==> src/rtl/rate_seq_pkg.sv <==
// Shared types and the speed-to-reload mapping for the rate sequencer.
package rate_seq_pkg;

  typedef enum logic [1:0] {
    ST_IDLE  = 2'b00,
    ST_RUN   = 2'b01,
    ST_PAUSE = 2'b10
  } state_t;

  typedef enum logic [1:0] {
    SPD_FAST = 2'b00,
    SPD_X1   = 2'b01,
    SPD_X2   = 2'b10,
    SPD_X4   = 2'b11
  } speed_t;

  localparam int unsigned FN_W = 64;

  // Reload is period minus one; callers narrow the result to their counter width.
  function automatic logic [FN_W-1:0] period_reload(input speed_t speed,
                                                    input logic [FN_W-1:0] base);
    logic [FN_W-1:0] reload;
    case (speed)
      SPD_FAST: reload = 64'd0;
      SPD_X1:   reload = base - 64'd1;
      SPD_X2:   reload = (base << 1) - 64'd1;
      SPD_X4:   reload = (base << 2) - 64'd1;
      default:  reload = 64'd0;
    endcase
    return reload;
  endfunction

endpackage

==> src/rtl/tick_timer.sv <==
// Loadable, holdable down-counter with a terminal-count flag; never wraps below zero.
module tick_timer #(
  parameter int unsigned CNT_W = 28
) (
  input  logic             clock,
  input  logic             resetn,
  input  logic             load,
  input  logic [CNT_W-1:0] load_val,
  input  logic             hold,
  output logic             zero
);

  logic [CNT_W-1:0] cnt_r;

  // Counter register: load beats hold; a zero count sits until reloaded.
  always_ff @(posedge clock) begin
    if (!resetn) begin
      cnt_r <= {CNT_W{1'b0}};
    end else if (load) begin
      cnt_r <= load_val;
    end else if (hold || zero) begin
      cnt_r <= cnt_r;
    end else begin
      cnt_r <= cnt_r - {{(CNT_W-1){1'b0}}, 1'b1};
    end
  end

  assign zero = (cnt_r == {CNT_W{1'b0}});

endmodule

==> src/rtl/rate_sequencer.sv <==
// Run/pause/step/clear sequencer producing the display counter enable at a selectable rate.
// Optional macro WRAP_PAUSE_EN: auto-pause after 16 run ticks, resume on a run rising edge.
module rate_sequencer
  import rate_seq_pkg::*;
#(
  parameter int unsigned BASE_PERIOD = 50000000,
  parameter int unsigned CNT_W       = 28
) (
  input  logic       CLOCK_50,
  input  logic       resetn,
  input  logic [1:0] speed_sel,
  input  logic       run,
  input  logic       step_req,
  input  logic       clear_req,
  output logic       tick,
  output logic       count_clr,
  output logic [1:0] state_o,
  output logic [1:0] speed_active,
  output logic       wrap_done
);

  state_t           state_r, state_s;
  logic             tick_r, tick_s;
  logic             clr_r, clr_s;
  logic [1:0]       speed_active_r, speed_s;
  logic             load_s, hold_s, timer_zero_s, resume_ok_s;
  logic [CNT_W-1:0] reload_s, load_val_s;

`ifdef WRAP_PAUSE_EN
  logic [3:0] tally_r, tally_s;
  logic       wait_low_r, wait_low_s;
  logic       wrap_done_r, wrap_s;

  // After an auto-pause, run must be seen low before a resume is accepted.
  assign resume_ok_s = !wait_low_r;
  assign wrap_done   = wrap_done_r;
`else
  assign resume_ok_s = 1'b1;
  assign wrap_done   = 1'b0;
`endif

  assign reload_s = CNT_W'(period_reload(speed_t'(speed_sel), 64'(BASE_PERIOD)));

  tick_timer #(.CNT_W(CNT_W)) u_timer (
    .clock    (CLOCK_50),
    .resetn   (resetn),
    .load     (load_s),
    .load_val (load_val_s),
    .hold     (hold_s),
    .zero     (timer_zero_s)
  );

  // Next-state, timer control and next output values; clear outranks every other request.
  always_comb begin
    state_s    = state_r;
    tick_s     = 1'b0;
    clr_s      = 1'b0;
    speed_s    = speed_active_r;
    load_s     = 1'b0;
    hold_s     = 1'b1;
    load_val_s = reload_s;
`ifdef WRAP_PAUSE_EN
    tally_s    = tally_r;
    wait_low_s = wait_low_r;
    wrap_s     = 1'b0;
`endif
    if (clear_req) begin
      clr_s      = 1'b1;
      state_s    = ST_IDLE;
      load_s     = 1'b1;
      load_val_s = {CNT_W{1'b0}};
`ifdef WRAP_PAUSE_EN
      tally_s    = 4'd0;
      wait_low_s = 1'b0;
`endif
    end else begin
      case (state_r)
        ST_IDLE: begin
          if (run) begin
            state_s = ST_RUN;
            load_s  = 1'b1;
            speed_s = speed_sel;
          end else begin
            state_s = ST_IDLE;
          end
        end
        ST_RUN: begin
          if (!run) begin
            state_s = ST_PAUSE;
          end else if (timer_zero_s) begin
            tick_s  = 1'b1;
            load_s  = 1'b1;
            speed_s = speed_sel;
`ifdef WRAP_PAUSE_EN
            tally_s = tally_r + 4'd1;
            if (tally_r == 4'd15) begin
              state_s    = ST_PAUSE;
              wrap_s     = 1'b1;
              wait_low_s = 1'b1;
            end else begin
              state_s = ST_RUN;
            end
`endif
          end else begin
            hold_s = 1'b0;
          end
        end
        ST_PAUSE: begin
`ifdef WRAP_PAUSE_EN
          if (!run) begin
            wait_low_s = 1'b0;
          end else begin
            wait_low_s = wait_low_r;
          end
`endif
          if (run && resume_ok_s) begin
            state_s = ST_RUN;
          end else if (!run && step_req) begin
            tick_s = 1'b1;
          end else begin
            state_s = ST_PAUSE;
          end
        end
        default: begin
          state_s    = ST_IDLE;
          load_s     = 1'b1;
          load_val_s = {CNT_W{1'b0}};
        end
      endcase
    end
  end

  // Registered state and outputs.
  always_ff @(posedge CLOCK_50) begin
    if (!resetn) begin
      state_r        <= ST_IDLE;
      tick_r         <= 1'b0;
      clr_r          <= 1'b0;
      speed_active_r <= 2'b00;
`ifdef WRAP_PAUSE_EN
      tally_r        <= 4'd0;
      wait_low_r     <= 1'b0;
      wrap_done_r    <= 1'b0;
`endif
    end else begin
      state_r        <= state_s;
      tick_r         <= tick_s;
      clr_r          <= clr_s;
      speed_active_r <= speed_s;
`ifdef WRAP_PAUSE_EN
      tally_r        <= tally_s;
      wait_low_r     <= wait_low_s;
      wrap_done_r    <= wrap_s;
`endif
    end
  end

  assign tick         = tick_r;
  assign count_clr    = clr_r;
  assign state_o      = state_r;
  assign speed_active = speed_active_r;

endmodule
==> config.mk <==
export PLATFORM = sky130hd
export DESIGN_NAME = rate_sequencer
export DESIGN_NICKNAME = d
export VERILOG_FILES = /design/src/rtl/rate_seq_pkg.sv /design/src/rtl/tick_timer.sv /design/src/rtl/rate_sequencer.sv
export SDC_FILE = /design/constraint.sdc
export NUM_CORES = 1
export LEC_CHECK = 0
export ABC_AREA = 1
export CAP_MARGIN = 10
export CORE_MARGIN = 1
export CORE_UTILIZATION = 55
export DETAILED_ROUTE_END_ITERATION = 10
export GPL_TIMING_DRIVEN = 0
export PLACE_DENSITY = 0.74
export SETUP_SLACK_MARGIN = 0.2
export SKIP_CTS_REPAIR_TIMING = 1
export SYNTH_ARGS = -nofsm -noshare
export SYNTH_HDL_FRONTEND = slang
export SYNTH_SLANG_ARGS = --single-unit
==> constraint.sdc <==
create_clock -name CLOCK_50 -period 2.2 [get_ports CLOCK_50]
set_input_delay 0.44 -clock CLOCK_50 [delete_from_list [all_inputs] [get_ports CLOCK_50]]
set_output_delay 0.44 -clock CLOCK_50 [all_outputs]
set_load 0.1 [all_outputs]
# ---- Word-level counts from Yosys, hierarchy flattened
# Cells that the tools add are included.
dict set report classes {
  mux 26
  n_addsub 1
  eq_ne 11
  bitwise_logic 2
  reduce_logical 11
}
# op count
set op_table {}
lappend op_table {{28-bit 2-to-1 mux} 4}
lappend op_table {{28-bit one-hot mux with 4 select lines} 1}
lappend op_table {{28-bit zero test} 1}
lappend op_table {{28-bit by 1-bit subtractor with 28-bit output, second input constant} 1}
lappend op_table {{2-bit 2-to-1 mux} 6}
lappend op_table {{1-bit 2-to-1 mux} 11}
lappend op_table {{2-bit != test, second input constant} 4}
lappend op_table {{2-bit == test, second input constant} 3}
lappend op_table {{2-bit one-hot mux with 3 select lines} 1}
lappend op_table {{5-bit AND reduction} 1}
lappend op_table {{2-bit by 1-bit == test with 1-bit output, second input constant} 2}
lappend op_table {{2-bit zero test} 2}
lappend op_table {{2-bit one-hot mux with 2 select lines} 1}
lappend op_table {{3-bit != test, second input constant} 1}
lappend op_table {{1-bit one-hot mux with 3 select lines} 1}
lappend op_table {{3-bit OR reduction} 1}
lappend op_table {{2-bit by 1-bit != test with 1-bit output, second input constant} 1}
lappend op_table {{1-bit NOT} 2}
lappend op_table {{1-bit one-hot mux with 2 select lines} 1}
lappend op_table {{2-bit AND reduction} 1}
lappend op_table {{2-bit nonzero test} 1}
lappend op_table {{2-bit OR reduction} 1}
lappend op_table {{1-bit logical AND} 1}
lappend op_table {{1-bit zero test} 1}
lappend op_table {{1-bit logical OR} 1}
dict set report totals {
  elab_cells 56
  reg_bits 34
}

# ---- Logic depth before layout (Yosys ltp)
# Gate-level depths: netlist of run 1.
dict set report logic_depth {
  ltp_word 8
  depth_mapped 13
}

# ---- Modules after synthesis
# Synthesis of run 1 repeated with hierarchy kept, for this count alone.
dict set report hier_totals {
  hier_cells 459
  hier_area_um2 2731.4
}
# module area_each_um2 instances cells_each seq_area_each_um2
set by_module_without_submodules {}
lappend by_module_without_submodules {tick_timer 2202.1 1 382 560.5}
lappend by_module_without_submodules {rate_sequencer 529.3 1 77 120.1}

# ---- Worst setup path after synthesis of run 1
# No wires, ideal clock.
dict set report synth_path {
  kind {register -> register}
  start {register state_r[0], in the netlist state_o[0]}
  end {register u_timer.cnt_r[26]}
  n_path_buf 1
  slack_ns -0.200
  t_required_ns 2.083
  arrival_time_ns 2.283
  stages_incl_launch_ff 10
  period_less_slack_ns 2.400
  cell_sequence {dfxtp_1 -> inv_1 -> ha_1 -> nand2_1 -> nand2_1 -> nor2_2 -> inv_2 -> clkbuf_1 -> o21ai_0 -> nor2_1}
}
dict set report synth_via {
  elab_chain_cells 5
  elab_cells_between_ends 13
}
# element line
set synth_rtl {}
lappend synth_rtl {{start: declaration} rate_sequencer.sv:22} ;# state_t state_r, state_s;
lappend synth_rtl {{start signal: assignment} rate_sequencer.sv:146} ;# state_r <= state_s;
lappend synth_rtl {{2-bit == test, or another cell as far along} rate_sequencer.sv:77} ;# case (state_r)
lappend synth_rtl {{3-bit OR reduction (no line) / 1-bit 2-to-1 mux (equally long branches)} -}
lappend synth_rtl {{28-bit 2-to-1 mux / 1-bit 2-to-1 mux (equally long branches)} {rate_sequencer.sv:77, rate_sequencer.sv:67}}
lappend synth_rtl {{28-bit 2-to-1 mux / 1-bit logical OR (equally long branches)} {rate_sequencer.sv:67, tick_timer.sv:21}}
lappend synth_rtl {{28-bit 2-to-1 mux / 2-bit != test (equally long branches)} -}
lappend synth_rtl {{end signal: assignment} tick_timer.sv:18} ;# cnt_r <= {CNT_W{1'b0}};
lappend synth_rtl {{end signal: assignment} tick_timer.sv:20} ;# cnt_r <= load_val;
lappend synth_rtl {{end signal: assignment} tick_timer.sv:22} ;# cnt_r <= cnt_r;
lappend synth_rtl {{end: declaration} tick_timer.sv:13} ;# logic [CNT_W-1:0] cnt_r;
# Parallel ways exist; a longest one is shown, timed or not.
# A chain may end at the register's enable or synchronous reset.

# ---- Worst setup path in the final report of run 1
dict set report layout_path {
  start {register state_r[0], in the netlist state_o[0]}
  end {register u_timer.cnt_r[9]}
}
# The elaborated chain is that of the path after synthesis.

==> impl_metrics.csv, run 1 <==
group,metric,value,unit
run_status,outcome,"finished, final reports clean",
synthesis,netlist_instances,443,
final_layout,diodes,0,
sta,fmax,0.534,GHz
route,first_pass_iters,5,
sta,postLayoutSetupSlackWorst,0.328,ns
synthesis,yosys-top-cells-area,"dfxtp_1, nand2_1, nor2_1",
floorplanning,io_pins,14,
critical_path,critPathArrivalTime,2.09,ns
critical_path,crit_chain,"ha_1, nor2_1, nand2_1, a21oi_1, nand2_1, nor2_1",
critical_path,startpoint_type,"flop",
placement,gp_congestion,0.942,
global_route,grt_pass1_wl,11900,µm
floorplanning,die_w,71.3,µm
cts,htree_levels,2,
cts,clk_pin_slew_worst_paths,0.07,ns
critical_path,cp.required,2.42,ns
pwr,p_leak,1.62,nW
sta,slew-limit-headroom,33.8,%
sta,min_period,1.87,ns
pwr,ir_drop,0.531,mV
global_route,grt_usage,29.8,%
final_layout,syn2layout_area_growth,12.1,%
route,vias_per_cell,5.39,
route,met2WireLength,3070,µm
sta,slew_violations,0,
route,met3_length,427,µm
route,wirelength,7060,µm
sta,rsz0062_at_grt,"yes",
sta,worst_slew_pin_slew,0.992,ns
sta,skew,0.00721,ns
cts,clock-sinks,34,
global_route,grt_pass1_vias,2516,
route,drc_errors,0,
sta,whs,0.460,ns
sta,finalSetupTns,0,ns
placement,dp_slack,-0.216,ns
pwr,power.density,687,nW/µm²
global_route,grt_max_degree,11,
cts,cts_buffers,5,
cts,cts_buffer_depth,2,
route,wl_met1,3400,µm
route,vias,2772,
synthesis,synth_top_area_cell,"dfxtp_1",
sta,setup_violations,0,
floorplanning,dieHeight,71.3,µm
global_route,antenna_found_initial,0,
cts,clockRootBuffer,"clkbuf_8",
job,cap_violations,0,
route,topRoutingLayerUsed,"met4",
route,drtIter0Drc,169,
final_layout,seqCellArea,688,µm²
floorplanning,initial_core_util,59.0,%
sta,hold_viol_final,0,
cts,cts_tree,"built",
critical_path,crit_path_max_fanout,6,
worst_hold_path,min_path_type,"in2reg",
synthesis,synth_area,2640,µm²
route,ant_nets,0,
route,wl_per_cell,13.7,µm
placement,numPortBuffers,11,
synthesis,synth-seq-area-share,25.8,%
final_layout,fin_nets,480,
sta,fin_crit_sh,85.1,%
final_layout,nFillCells,444,
synthesis,netlist-cell-type-count,27,
synthesis,ys.warnings.count,0,
pwr,finalPower,2.03,mW
critical_path,slowest_delay,0.50,ns
synthesis,syn_area_per_cell,5.96,µm²
synthesis,synthesis.nets,462,
critical_path,critPathKind,"reg2reg",
final_layout,layout-drive-gt1-share,8.87,%
floorplanning,rows,24,
floorplanning,die-area,5080,µm²
floorplanning,coreArea,4470,µm²
cts,clkLatencyLatePin,0.29,ns
placement,dpl.hpwl,5450,µm
global_route,grt_overflow,0,
synthesis,synth_top_area_share,25.8,%
critical_path,critPathSlowestCell,"a21oi_1",
critical_path,end_kind,"flop",
final_layout,multi_input_area,1670,µm²
synthesis,ys_ff_latch,34,
## worst max-delay path: cells and delay by family (launching register included)
| family | cells | cell delay (ns) |
|---|---|---|
| and+or+nand+nor | 4 | 0.68 |
| AOI/OAI and AO/OA | 1 | 0.50 |
| DFF | 1 | 0.36 |
| adders and majority gates | 1 | 0.26 |
## cell usage in the layout, fill, tap and decap left out, drive strengths merged
cell           instances
nand2                114
nor2                  88
inv                   65
nand3                 51
dfxtp                 34
a21oi                 24
o21ai                 13
ha                    12
xor2                  10
nand4                  9
buf                    9
clkbuf                 9
dlymetal6s2s           6
clkdlybuf4s50          5
nor3                   3
a211oi                 3
nand3b                 3
a311oi                 1
nor4                   1
conb                   1
bufinv                 1
## final timing paths
kind / start / end / slack, ns / depth (start not counted)
hold reg to reg: speed_active[0] / speed_active[0] / 0.48 / 2
setup / recovery: state_o[0] / u_timer.cnt_r[9] / 0.33 / 6
hold / removal: clear_req / count_clr / 0.46 / 3
setup reg to reg: state_o[0] / u_timer.cnt_r[9] / 0.33 / 6
## cells by family after synthesis
logic type	Yosys count	share of synthesized area, %
buffers and inverters	76	11.6
and+or+nand+nor	269	45.3
DFF	34	25.8
other	1	0.142
AOI/OAI and AO/OA	41	8.20
adders and majority gates	12	5.68
xor gates and xnor gates	10	3.32
## sequential cells by signal, summed over array words and instances (netlist names)
| name | flops |
|---|---|
| count_clr | 1 |
| speed_active | 2 |
| state_o | 2 |
| tick | 1 |
| u_timer.cnt_r | 28 |
## cell type report
cell class	instances	share of cell area [%]
inverter	65	8.24
clock buffer	7	2.58
sequential	34	23.2
multi-input combinational	333	56.3
timing repair buffer	11	4.23
clock inverter	1	1.01
buffer	11	2.20
tap	52	2.20
## synthesized netlist by cell type
cell type and number:
nand2_1 108, nor2_1 75, inv_1 64, nand3_1 51, dfxtp_1 34, a21oi_1 24, o21ai_0 13, ha_1 12
nor2_2 11, xor2_1 10, nand4_1 8, buf_2 5, nand2_2 4, a211oi_1 3, clkbuf_1 3, nand3b_1 3
nor3_1 3, nand2_4 2, nor2_4 2, a311oi_1 1, buf_1 1, buf_4 1, buf_8 1, conb_1 1
inv_2 1, nand4_4 1, nor4_1 1
## metrics by stage
| stage | util, % | std cells | area (µm²) |
|---|---|---|---|
| 3_3_place_gp | 63.1 | 506 | 2820 |
| 5_1_grt | 66.2 | 514 | 2960 |
| 3_5_place_dp | 63.1 | 506 | 2820 |
| 2_1_floorplan | - | 443 | 2650 |
| 6_report | 66.2 | 514 | 2960 |
| 4_1_cts | 65.5 | 514 | 2930 |
## routing by layer
metal	vias up	GRT usage, %
li1	1427	-
met2	92	47.1
met3	14	5.20
met4	0	10.7
met1	1239	40.8
met5	-	0
## where the power goes
part | total, mW | switching, mW | internal, mW | leakage (nW)
Clock | 0.564 | 0.225 | 0.339 | 0.0524
Combinational | 0.747 | 0.514 | 0.233 | 1.28
Sequential | 0.724 | 0.0573 | 0.666 | 0.282
Total | 2.03 | 0.796 | 1.24 | 1.62
No activity file was read; power rests on OpenSTA's default activity.
==> inputs of run 2 (changes only) <==
--- a/config.mk
+++ b/config.mk
@@ -8,10 +8,9 @@
 export ABC_AREA = 1
 export CAP_MARGIN = 10
 export CORE_MARGIN = 1
-export CORE_UTILIZATION = 55
+export CORE_UTILIZATION = 45
 export DETAILED_ROUTE_END_ITERATION = 10
 export GPL_TIMING_DRIVEN = 0
-export PLACE_DENSITY = 0.74
 export SETUP_SLACK_MARGIN = 0.2
 export SKIP_CTS_REPAIR_TIMING = 1
 export SYNTH_ARGS = -nofsm -noshare
==> run 2 against run 1 <==
Effect of this change:
- via count rose by 0.40%
- sequential power barely moved
- power rose by 7.0%
- worst hold slack improved by 0.018 ns
- clock power is 24% higher
- first-iteration DRC count rose by 1.2%
- cell area grew 2.6%
- sequential share of layout area decreased by 0.59 points
- global-route usage down 3.5 points
- worst setup slack worse by 0.0032 ns
- cell count up 4.3%
- critical path type unchanged
- largest cell class unchanged
- highest routed layer unchanged
==> impl_metrics.csv, run 2 (synthesis gave the netlist of run 1 again) <==
group,metric,value,unit
critical_path,startpoint_type,"flop",
floorplanning,die_w,78.6,µm
final_layout,largest_reg_flops,28,
cts,htree_levels,2,
final_layout,finalNonFillerCells,536,
global_route,antenna_found_initial,0,
sta,slew_violations,0,
floorplanning,initial_core_util,47.4,%
cts,clk_pin_slew_worst_paths,0.08,ns
pwr,pwr-share-comb,34.7,%
placement,gp_congestion,0.957,
placement,dpl.hpwl,5760,µm
final_layout,regMostFlops,"u_timer.cnt_r",
pwr,power.internal,1.35,mW
final_layout,layout_commonest_cell,"nand2_1",
cts,cts_buffer_depth,2,
floorplanning,rows,27,
critical_path,critPathKind,"reg2reg",
sta,worst_slew_pin_slew,0.959,ns
sta,skew,0.00730,ns
critical_path,crit_path_max_fanout,6,
route,first_pass_iters,5,
final_layout,diodes,0,
critical_path,slowest_delay,0.35,ns
floorplanning,dieHeight,78.6,µm
route,ant_nets,0,
sta,setup_violations,0,
cts,clockRootBuffer,"clkbuf_8",
placement,dpl.cell_count,526,
floorplanning,die-area,6180,µm²
route,wl_per_cell,14.1,µm
final_layout,fin_util,54.5,%
run_status,outcome,"finished, final reports clean",
sta,fin_crit_sh,85.2,%
critical_path,crit_chain,"inv_2, ha_1, nand2_2, nor2_2, nand3_1, nand2_1, nand2_1, inv_1, nor2_1, nor2_1, nor2_1",
sta,slew-limit-headroom,36.0,%
pwr,finalPower,2.18,mW
critical_path,r2r_cells,11,
pwr,swShare,37.9,%
pwr,power.density,716,nW/µm²
global_route,grt_overflow,0,
route,vias_per_cell,5.19,
critical_path,critPathArrivalTime,2.06,ns
worst_hold_path,min_path_type,"in2reg",
route,vias,2783,
critical_path,cp.required,2.38,ns
route,drc_errors,0,
global_route,grt_pass1_vias,2513,
critical_path,critPathSlowestCell,"ha_1",
pwr,pwr-share-seq,33.2,%
cts,clock-sinks,34,
global_route,grt_pass1_wl,12300,µm
pwr,p_sw,0.825,mW
placement,numPortBuffers,11,
sta,hold_viol_final,0,
sta,fmax,0.533,GHz
sta,whs,0.478,ns
route,drtIter0Drc,171,
job,cap_violations,0,
sta,rsz0062_at_grt,"yes",
route,wirelength,7550,µm
floorplanning,coreArea,5570,µm²
worst_hold_path,holdPathStages,3,
final_layout,final_cell_mix,"nand2_1, nor2_1, inv_1",
final_layout,fin_nets,482,
pwr,ir_drop,0.549,mV
global_route,grt_max_degree,12,
final_layout,nFillCells,583,
pwr,clock_power_share,32.1,%
critical_path,end_kind,"flop",
floorplanning,io_pins,14,
final_layout,layout-drive-gt1-share,10.3,%
global_route,grt_usage,26.2,%
critical_path,crit_path_frequent_cell,"nor2_1",
sta,finalSetupTns,0,ns
sta,min_period,1.87,ns
cts,cts_tree,"built",
pwr,p_leak,1.64,nW
cts,clkLatencyLatePin,0.29,ns
cts,cts_buffers,5,
final_layout,syn2layout_area_growth,15.0,%
## run 2: cell count changes in the layout (fill, tap and decap cells not counted)
cell       delta
ha_2          -1
inv_2         +3
clkbuf_4      +2
buf_4         +3
a21oi_1       -1
nor2_1        -1
buf_2         -3
clkbuf_1      -2
inv_1         -3
clkinv_1      +1
bufinv_16     +1
ha_1          +1
a21oi_2       +1
nor2_2        +1
## run 2: worst paths after layout
path	from	to	slack (ns)
setup / recovery	u_timer.cnt_r[0]	u_timer.cnt_r[22]	0.33
hold / removal	clear_req	count_clr	0.48
setup reg to reg	u_timer.cnt_r[0]	u_timer.cnt_r[22]	0.33
hold reg to reg	speed_active[1]	speed_active[1]	0.49
## run 2: routing by layer
metal / part of all wire [%] / vias up / wire length [µm] / GRT usage, %
li1: - / 1429 / - / -
met1: 47 / 1270 / 3580 / 34.4
met2: 45 / 76 / 3410 / 43.6
met3: 6.2 / 8 / 468 / 4.88
met4: 1.3 / 0 / 97 / 7.22
met5: 0 / - / 0 / 0
## run 2: critical path, delay by kind of cell, from the launching register on
family	cells	cell delay (ns)
DFF	1	0.31
and+or+nand+nor	8	0.96
buffers and inverters	2	0.15
adders and majority gates	1	0.35
## run 2: power groups by stage
stage	logic (mW)	registers, mW	clock network, mW
2_1_floorplan	0.526	0.762	0
3_3_place_gp	0.726	0.735	0
3_5_place_dp	0.732	0.736	0
4_1_cts	0.735	0.722	0.714
5_1_grt	0.849	0.730	0.744
6_report	0.754	0.722	0.700
## run 2: stage by stage
stage,worst slack (ns),area [µm²]
detailed placement,-0.255,2850
global route,0.166,3040
floorplan,0.376,2650
CTS,-0.0585,2980
finish,0.325,3040
global placement,-0.243,2850
## run 2: area by class of cell
cell class,instances,area [µm²],share of cell area (%)
repair buffers,13,140,4.61
clock inverters,3,63.8,2.10
plain buffers,11,72.6,2.39
well taps,72,90.1,2.97
flip-flops and latches,34,688,22.7
multi-input cells,333,1670,55.0
clock buffers,5,68.8,2.27
inverters,65,244,8.03
